## config.mk

```make
export PLATFORM = sky130hd
export DESIGN_NAME = scan_decoder
export DESIGN_NICKNAME = d
export VERILOG_FILES = /design/src/rtl/scan_decoder.sv
export SDC_FILE = /design/constraint.sdc
export NUM_CORES = 1
export LEC_CHECK = 0
export ABC_AREA = 0
export CAP_MARGIN = 10
export CORE_MARGIN = 4
export CORE_UTILIZATION = 55
export DETAILED_ROUTE_END_ITERATION = 12
export GPL_TIMING_DRIVEN = 0
export PLACE_DENSITY = 0.83
export SLEW_MARGIN = 15
export SYNTH_ARGS = -nofsm -noshare
export SYNTH_HDL_FRONTEND = slang
export SYNTH_SLANG_ARGS = --single-unit
```

## constraint.sdc

```tcl
create_clock -name iClk -period 4.01 [get_ports iClk]
set_input_delay 0.401 -clock iClk [delete_from_list [all_inputs] [get_ports iClk]]
set_output_delay 0.401 -clock iClk [all_outputs]
set_load 0.05 [all_outputs]
```

## src/rtl/scan_decoder.sv

```systemverilog
// Registered N-to-2^N active-low decoder with direct and auto-scan modes.
// Optional blank cycle after each scan advance: define SCAN_DECODER_BLANK_EN.
module scan_decoder #(
  parameter int SEL_W    = 3,
  parameter int PRESCALE = 4
) (
  input  logic                  iClk,
  input  logic                  iRst_n,
  input  logic [SEL_W-1:0]      iData,
  input  logic [1:0]            iEna,
  input  logic                  iMode,
  output logic [2**SEL_W-1:0]   oData,
  output logic [SEL_W-1:0]      oIndex,
  output logic                  oValid,
  output logic                  oWrap
);

  localparam int OUT_W = 2**SEL_W;
  localparam int CNT_W = (PRESCALE > 1) ? $clog2(PRESCALE) : 1;
  localparam logic [CNT_W-1:0] CNT_LAST = CNT_W'(PRESCALE - 1);

`ifdef SCAN_DECODER_BLANK_EN
  localparam bit BLANK_EN = (PRESCALE > 1);
`else
  localparam bit BLANK_EN = 1'b0;
`endif

  typedef enum logic [1:0] {IDLE, DIRECT, SCAN} state_t;

  state_t             state_q, state_d;
  logic [SEL_W-1:0]   scan_idx_q, scan_idx_d;
  logic [CNT_W-1:0]   cnt_q, cnt_d;
  logic [OUT_W-1:0]   data_q, data_d;
  logic [SEL_W-1:0]   index_q, index_d;
  logic               valid_q, valid_d;
  logic               wrap_q, wrap_d;
  logic               enabled;
  logic [SEL_W-1:0]   next_idx;

  function automatic logic [OUT_W-1:0] decode(input logic [SEL_W-1:0] idx);
    return ~(OUT_W'(1) << idx);
  endfunction

  assign enabled  = (iEna == 2'b10);
  assign next_idx = scan_idx_q + SEL_W'(1);

  always_comb begin
    state_d    = state_q;
    scan_idx_d = scan_idx_q;
    cnt_d      = cnt_q;
    data_d     = data_q;
    index_d    = index_q;
    valid_d    = valid_q;
    wrap_d     = 1'b0;
    if (!enabled) begin
      state_d = IDLE;
      data_d  = '1;
      valid_d = 1'b0;
    end else if (!iMode) begin
      state_d = DIRECT;
      data_d  = decode(iData);
      index_d = iData;
      valid_d = 1'b1;
    end else if (state_q != SCAN) begin
      state_d    = SCAN;
      scan_idx_d = iData;
      cnt_d      = '0;
      data_d     = decode(iData);
      index_d    = iData;
      valid_d    = 1'b1;
    end else if (cnt_q == CNT_LAST) begin
      // Disable and mode change are handled above, so they already win over expiry.
      cnt_d      = '0;
      scan_idx_d = next_idx;
      index_d    = next_idx;
      wrap_d     = (scan_idx_q == '1);
      data_d     = BLANK_EN ? '1 : decode(next_idx);
      valid_d    = !BLANK_EN;
    end else begin
      cnt_d   = cnt_q + CNT_W'(1);
      data_d  = decode(scan_idx_q);
      index_d = scan_idx_q;
      valid_d = 1'b1;
    end
  end

  always_ff @(posedge iClk or negedge iRst_n) begin
    if (!iRst_n) begin
      state_q    <= IDLE;
      scan_idx_q <= '0;
      cnt_q      <= '0;
      data_q     <= '1;
      index_q    <= '0;
      valid_q    <= 1'b0;
      wrap_q     <= 1'b0;
    end else begin
      state_q    <= state_d;
      scan_idx_q <= scan_idx_d;
      cnt_q      <= cnt_d;
      data_q     <= data_d;
      index_q    <= index_d;
      valid_q    <= valid_d;
      wrap_q     <= wrap_d;
    end
  end

  assign oData  = data_q;
  assign oIndex = index_q;
  assign oValid = valid_q;
  assign oWrap  = wrap_q;

endmodule

```

==> results of run 1 <==
==> routing by layer <==
metal	up-vias	routed length [um]	global-route usage
met3	6	132	0.0443
met4	0	38	0.0894
met5	-	0	0
met1	472	1010	0.242
met2	28	1180	0.321
li1	462	-	-
==> stage by stage <==
stage / area (sq um) / power, mW
after CTS: 1400 / 0.477
final: 1400 / 0.474
after global routing: 1400 / 0.505
after global placement: 1370 / 0.372
after floorplan: 1150 / 0.333
after detailed placement: 1370 / 0.378
==> synth_stat cells (2+ instances only) <==
master,instances
a21oi_1,4
a311o_1,3
a31oi_1,4
buf_2,2
buf_4,2
buf_6,2
clkbuf_1,2
dfrtp_1,12
dfstp_2,8
ha_1,6
inv_1,7
mux2i_1,8
nand2_1,7
nand3_1,7
nand3b_1,3
nor2_1,3
nor3_1,2
nor4_1,7
o21ai_0,9
xor2_1,2
==> cell type report <==
cell class                 instances  area share
clock buffer                       4      0.0188
sequential                        20       0.365
tap                               27      0.0242
buffer                             8      0.0394
timing repair buffer              19       0.136
multi-input combinational         78       0.395
inverter                           8      0.0215
==> kinds of logic after synthesis <==
logic type	Yosys count
AOI/OAI and AO/OA	27
xor gates and xnor gates	3
adders and majority gates	6
buffers and inverters	16
DFF	20
muxes	9
and+or+nand+nor	33
==> registers in the layout, summed over array words and instances (netlist names) <==
signal and count:
oData 8, oIndex 3, scan_idx_q 3, cnt_q 2, state_q 2, oValid 1
oWrap 1
==> power by group through the flow <==
stage / clock (mW) / sequential [mW] / combinational [mW]
detailed placement: 0 / 0.237 / 0.140
finish: 0.0992 / 0.233 / 0.142
CTS: 0.102 / 0.234 / 0.141
global route: 0.112 / 0.237 / 0.156
floorplan: 0 / 0.257 / 0.0762
global placement: 0 / 0.236 / 0.136
==> how the worst min path moves through the flow <==
stage | slack, ns | to | start
global placement | 0.46 | cnt_q[0] | cnt_q[0]
detailed placement | 0.48 | oIndex[0] | oIndex[0]
CTS | 0.49 | cnt_q[0] | cnt_q[0]
global route | 0.52 | oIndex[0] | oIndex[0]
floorplan | 0.11 | cnt_q[0] | iRst_n
finish | 0.49 | oIndex[2] | oIndex[2]
==> out/results.md, run 1 <==
• **Core Region** 0.00198 sq mm
• **row cnt** 16
• **source of the worst register-to-register timing path** scan_idx_q[0]
• **largest family of logic cells by synthesized area** compound AO/OA/AOI/OAI gates
• **largest net degree at the start of global routing** 21
• **number of standard cells in the final layout excluding fillers** 164
• **worst path buffer plus inverter count** 1
• **delay contributed by the slowest stage of the critical path** 0.79 ns
• **RePlAce Congestion** 0.915
• **die area** 0.00288 sq mm
• **TritonRoute pass-1 iters** 4
• **leading cell types by total area after synthesis** dfrtp_1 26%, dfstp_2 18%, mux2i_1 7.0%
• **number of distinct library cell variants in the gate-level netlist after synthesis** 34
• **depth of the worst hold-timing path** 2
• **number of buffers added to fix hold violations after cts** 0
• **fraction of the cycle the final worst path needs** 0.503
• **number of clock sinks seen by CTS** 20
• **Final ANT Viol Nets** 0
• **Most used DFF post-synth** dfrtp_1
• **Area growth, synth to finish** 21.8%
• **Synth Area in XOR/XNOR** 0.0229
• **warnings from Yosys** 0
• **Multi-input gate area** 553 sq um
• **antenna diode count** 0
• **number of primary I/O pins** 21
• **gr usage total** 0.195
• **share of the synthesized area in the top cell type** 0.261
• **share of layout cells above drive strength 1** 0.139
• **number of H-tree branching levels** 1
• **max-cap viol count** 0
• **FF+latch area** 510 sq um
• **Initial DRC Count** 24
• **syn avg cell area** 10.1 sq um
• **worst hold path type** reg -> reg
• **achievable clock frequency** 0.495 GHz
• **Total Negative Setup Slacks** 0 ns
• **routed vias** 968
• **number of global-route vias before repair** 901
• **DRC errors left** 0
• **headroom to the max-slew limit** 0.421
• **Compound-Gate Fraction of Synth Area** 0.157
• **ratio of routed vias to standard cells** 5.90
• **post-synthesis sequential area ratio** 0.444
• **vertical die dimension** 53.7 um
• **Post-CTS Setup Bufs** 0
• **internal power component** 0.314 mW
• **share of synthesized cell area in and, or, nand and nor gates** 0.157
• **proportion of power drawn by the clock network** 0.209
• **count of flip-flops with a built-in enable after synthesis** 0
• **clock tree from TritonCTS** built
• **R2R setup slack** 2.44 ns
• **die width** 53.7 um
• **DR WL/cell** 14.4 um
• **Setup crit end kind** output pin
• **Pwr Density** 339 mW/mm^2
• **buffer cell driving the clock tree root** clkbuf_4
• **most common library cell in the layout ignoring fill and taps** clkdlybuf4s50_1
• **Worst-Margin Slew** 0.866 ns
• **setup repair after global routing missed its margin** false
• **#FFs+latches synth** 20
• **CTS clock-pin slew for the worst setup and hold paths** 0.11 ns
• **crit path cell chain** clkdlybuf4s50_1
• **CP endpoint** oData[3]
• **switching power share of the total** 0.338
• **final setup fails** 0
• **part of the power in combinational logic** 0.299
• **final HPWL from detailed placement** 1820 um
• **final critical delay including setup and external delays** 2.02 ns
• **Worst path top cell family by delay** buffers and inverters
• **post-synthesis async set-or-reset flop share** 1.00
• **post-placement worst setup slack** 2.22 ns
• **smallest setup slack after layout** 1.99 ns
• **Net Switching** 0.160 mW
• **DP Cell Count** 160
• **crit path max-delay cell type** clkdlybuf4s50_1
• **sum of overflow across all layers after global routing** 0
• **Max clock buf depth** 2
• **count of final hold-check violations** 0
• **worst clock skew on the final layout** 0.00168 ns
• **Leak** 0.580 nW
• **Final #Nets** 152
• **Initial Utilization** 0.580
• **startpoint type of the worst setup path** flip-flop
• **fill count** 143
• **VDD IR max** 0.274 mV
• **cell type contributing the most total cell area after synthesis** dfrtp_1
• **required time of the critical path** 3.61 ns
• **worst skew pair latency** 0.30 ns
• **total nets after synthesis** 128
• **area of the mapped netlist** 0.00115 sq mm
• **commonest cells after routing, fill and taps aside** 19 x clkdlybuf4s50_1, 12 x dfrtp_1, 9 x o21ai_0
• **Worst Hold Margin** 0.494 ns
• **post-route core utilization** 0.706
• **number of gates resized after cts** 0
• **Seq pwr share** 0.492
• **antenna violations before repair** 0
• **mux contribution to synthesized area** 0.0795
• **number of instances in the synthesized netlist** 114
• **worst flop-to-flop path endpoint** oData[6]
• **critical path class** reg -> out
• **number of cells on the worst reg-to-reg path** 4
• **data arrival time of the critical path** 1.62 ns
• **port buffer count** 19
• **status** completed
• **adder-cell share of the synthesized area** 0.0654
• **global-route wire length before repair** 4020 um
• **aggregate routed wire length** 2360 um
• **first element of the critical path** oData[3]
• **CTS Buf Count** 3
• **CP Max Fanout** 1
• **final number of max-transition violations** 0
• **number of cells on the critical path** 1
Power figures use the tool's default switching activity.
==> run 2, diff against run 1 <==
- CORE_UTILIZATION: 55 -> 51
- PLACE_DENSITY: 0.83 -> 0.78
- clock period: 4.01 -> 1.86 ns (I/O delays scaled with it)
==> run 2 against run 1 <==
Net effect:
- sequential power is 120% higher
- sequential share of layout area fell by 0.26 points
- routed wire length rose by 2.1%
- non-clock buffer count unchanged
- critical path type unchanged
- first-iteration DRC count shrank 29%
- via count shrank 2.5%
- count of clock-buffer cells in the layout did not move
- design area increased by 0.72%
- die area rose by 6.6%
- clock power grew to 2.5 times the previous value
- sequential cell count stayed put
- worst setup slack got worse by 1.9 ns
==> out/results.md, run 2 (synthesis results as in run 1) <==
• **number of primary I/O pins** 21, unchanged
• **Worst Hold Margin** 0.365 ns, was 0.494 ns
• **Pwr Density** 751 mW/mm^2, was 339 mW/mm^2
• **proportion of power drawn by the clock network** 0.236, was 0.209
• **instance area at placement** 0.00137 sq mm, unchanged
• **required time of the critical path** 1.67 ns, was 3.61 ns
• **status** completed, unchanged
• **number of clock sinks seen by CTS** 20, unchanged
• **internal power component** 0.712 mW, was 0.314 mW
• **sum of overflow across all layers after global routing** 0, unchanged
• **commonest cells after routing, fill and taps aside** 19 x clkdlybuf4s50_1, 12 x dfrtp_1, 9 x o21ai_0, unchanged
• **CTS clock-pin slew for the worst setup and hold paths** 0.11 ns, about the same
• **final instance area** 0.00141 sq mm, was 0.00140 sq mm
• **TritonRoute pass-1 iters** 5, was 4
• **antenna violations before repair** 0, unchanged
• **Initial Utilization** 0.563, was 0.580
• **clock tree from TritonCTS** built, unchanged
• **setup repair after global routing missed its margin** false, unchanged
• **startpoint type of the worst setup path** flip-flop, unchanged
• **DRC errors left** 0, unchanged
• **worst skew pair latency** 0.29 ns, was 0.30 ns
• **data arrival time of the critical path** 1.62 ns, about the same
• **fraction of the cycle the final worst path needs** 0.970
• **Max clock buf depth** 2, unchanged
• **vertical die dimension** 55.5 um, was 53.7 um
• **Total Negative Setup Slacks** 0 ns, unchanged
• **worst path buffer plus inverter count** 1, unchanged
• **Net Switching** 0.346 mW, was 0.160 mW
• **Setup crit end kind** output pin, unchanged
• **headroom to the max-slew limit** 0.430, was 0.421
• **Final #Nets** 152, unchanged
• **final critical delay including setup and external delays** 1.80 ns
• **CTS Buf Count** 3, unchanged
• **worst clock skew on the final layout** 0.00264 ns, was 0.00168 ns
• **row cnt** 16, unchanged
• **fill count** 179, was 143
• **Area growth, synth to finish** 22.7%, was 21.8%
• **R2R setup slack** 0.18 ns, was 2.44 ns
• **Seq pwr share** 0.477, was 0.492
• **ratio of routed vias to standard cells** 5.76, was 5.90
• **max-cap viol count** 0, unchanged
• **global-route wire length before repair** 4000 um, was 4020 um
• **Leak** 0.586 nW, was 0.580 nW
• **die width** 55.5 um, was 53.7 um
• **most common library cell in the layout ignoring fill and taps** clkdlybuf4s50_1, unchanged
• **CP Max Fanout** 1, unchanged
• **number of H-tree branching levels** 1, unchanged
• **VDD IR max** 0.614 mV, was 0.274 mV
• **number of flip-flops under the largest register name** 8, unchanged
• **DR WL/cell** 14.7 um, was 14.4 um
• **post-route core utilization** 0.690, was 0.706
• **number of global-route vias before repair** 899, was 901
• **count of final hold-check violations** 0, unchanged
• **crit path cell chain** clkdlybuf4s50_1, unchanged
• **aggregate routed wire length** 2410 um, was 2360 um
• **Post-CTS Setup Bufs** 0, unchanged
• **Final ANT Viol Nets** 0, unchanged
• **die area** 0.00308 sq mm, was 0.00288 sq mm
• **number of gates resized after cts** 0, unchanged
• **part of the power in combinational logic** 0.287, was 0.299
• **crit path max-delay cell type** clkdlybuf4s50_1, unchanged
• **Initial DRC Count** 17, was 24
• **RePlAce Congestion** 0.882, was 0.915
• **final HPWL from detailed placement** 1850 um, was 1820 um
• **buffer cell driving the clock tree root** clkbuf_4, unchanged
• **largest net degree at the start of global routing** 21, unchanged
• **Worst-Margin Slew** 0.852 ns, was 0.866 ns
• **switching power share of the total** 0.327, was 0.338
• **antenna diode count** 0, unchanged
• **gr usage total** 0.160, was 0.195
• **final setup fails** 0, unchanged
• **total power of the final layout** 1.06 mW, was 0.474 mW
• **final number of max-transition violations** 0, unchanged
• **number of buffers added to fix hold violations after cts** 0, unchanged
• **routed vias** 944, was 968
• **critical path class** reg -> out, unchanged
• **delay contributed by the slowest stage of the critical path** 0.79 ns, about the same
• **worst hold path type** in -> async, was reg -> reg
• **achievable clock frequency** 0.555 GHz
• **Core Region** 0.00204 sq mm, was 0.00198 sq mm
• **port buffer count** 19, unchanged
• **Worst path top cell family by delay** buffers and inverters, unchanged
• **share of layout cells above drive strength 1** 0.146, was 0.139
==> run 2: area by class of cell <==
cell class / count / area [sq um] / area share
Buffer: 8 / 55.1 / 0.0391
Inverter: 8 / 30.0 / 0.0213
Sequential cell: 20 / 510 / 0.362
Multi-Input combinational cell: 78 / 553 / 0.393
Timing Repair Buffer: 19 / 190 / 0.135
Tap cell: 27 / 33.8 / 0.0240
Clock buffer: 4 / 36.3 / 0.0258
==> run 2: power groups by stage <==
| stage | Combinational, mW | Clock, mW | Sequential [mW] |
|---|---|---|---|
| floorplan | 0.164 | 0 | 0.555 |
| global placement | 0.293 | 0 | 0.509 |
| detailed placement | 0.301 | 0 | 0.512 |
| CTS | 0.302 | 0.254 | 0.504 |
| global route | 0.329 | 0.278 | 0.510 |
| finish | 0.304 | 0.250 | 0.504 |
==> run 2: worst paths after layout <==
kind	start	to	depth (start not counted)
max reg2reg	scan_idx_q[0]	oData[0]	4
max	oData[0]	oData[0]	1
max in group asynchronous	iRst_n	scan_idx_q[1]	1
min	iRst_n	oIndex[2]	1
min reg2reg	oIndex[2]	oIndex[2]	2
min in group iClk	iData[2]	oData[7]	2
==> run 2: stage by stage <==
stage | setup slack (ns) | std cells
after floorplan | 0.464 | 114
after global placement | 0.338 | 160
after detailed placement | 0.248 | 160
after CTS | 0.0462 | 164
after global routing | 0.00787 | 164
final | 0.0567 | 164
==> run 2: per-layer routing <==
layer | up-vias | routed length, um | global-route usage
met5 | - | 0 | 0
met4 | 0 | 81 | 0.0694
met3 | 12 | 142 | 0.0443
met2 | 34 | 1140 | 0.260
met1 | 435 | 1050 | 0.196
li1 | 463 | - | -
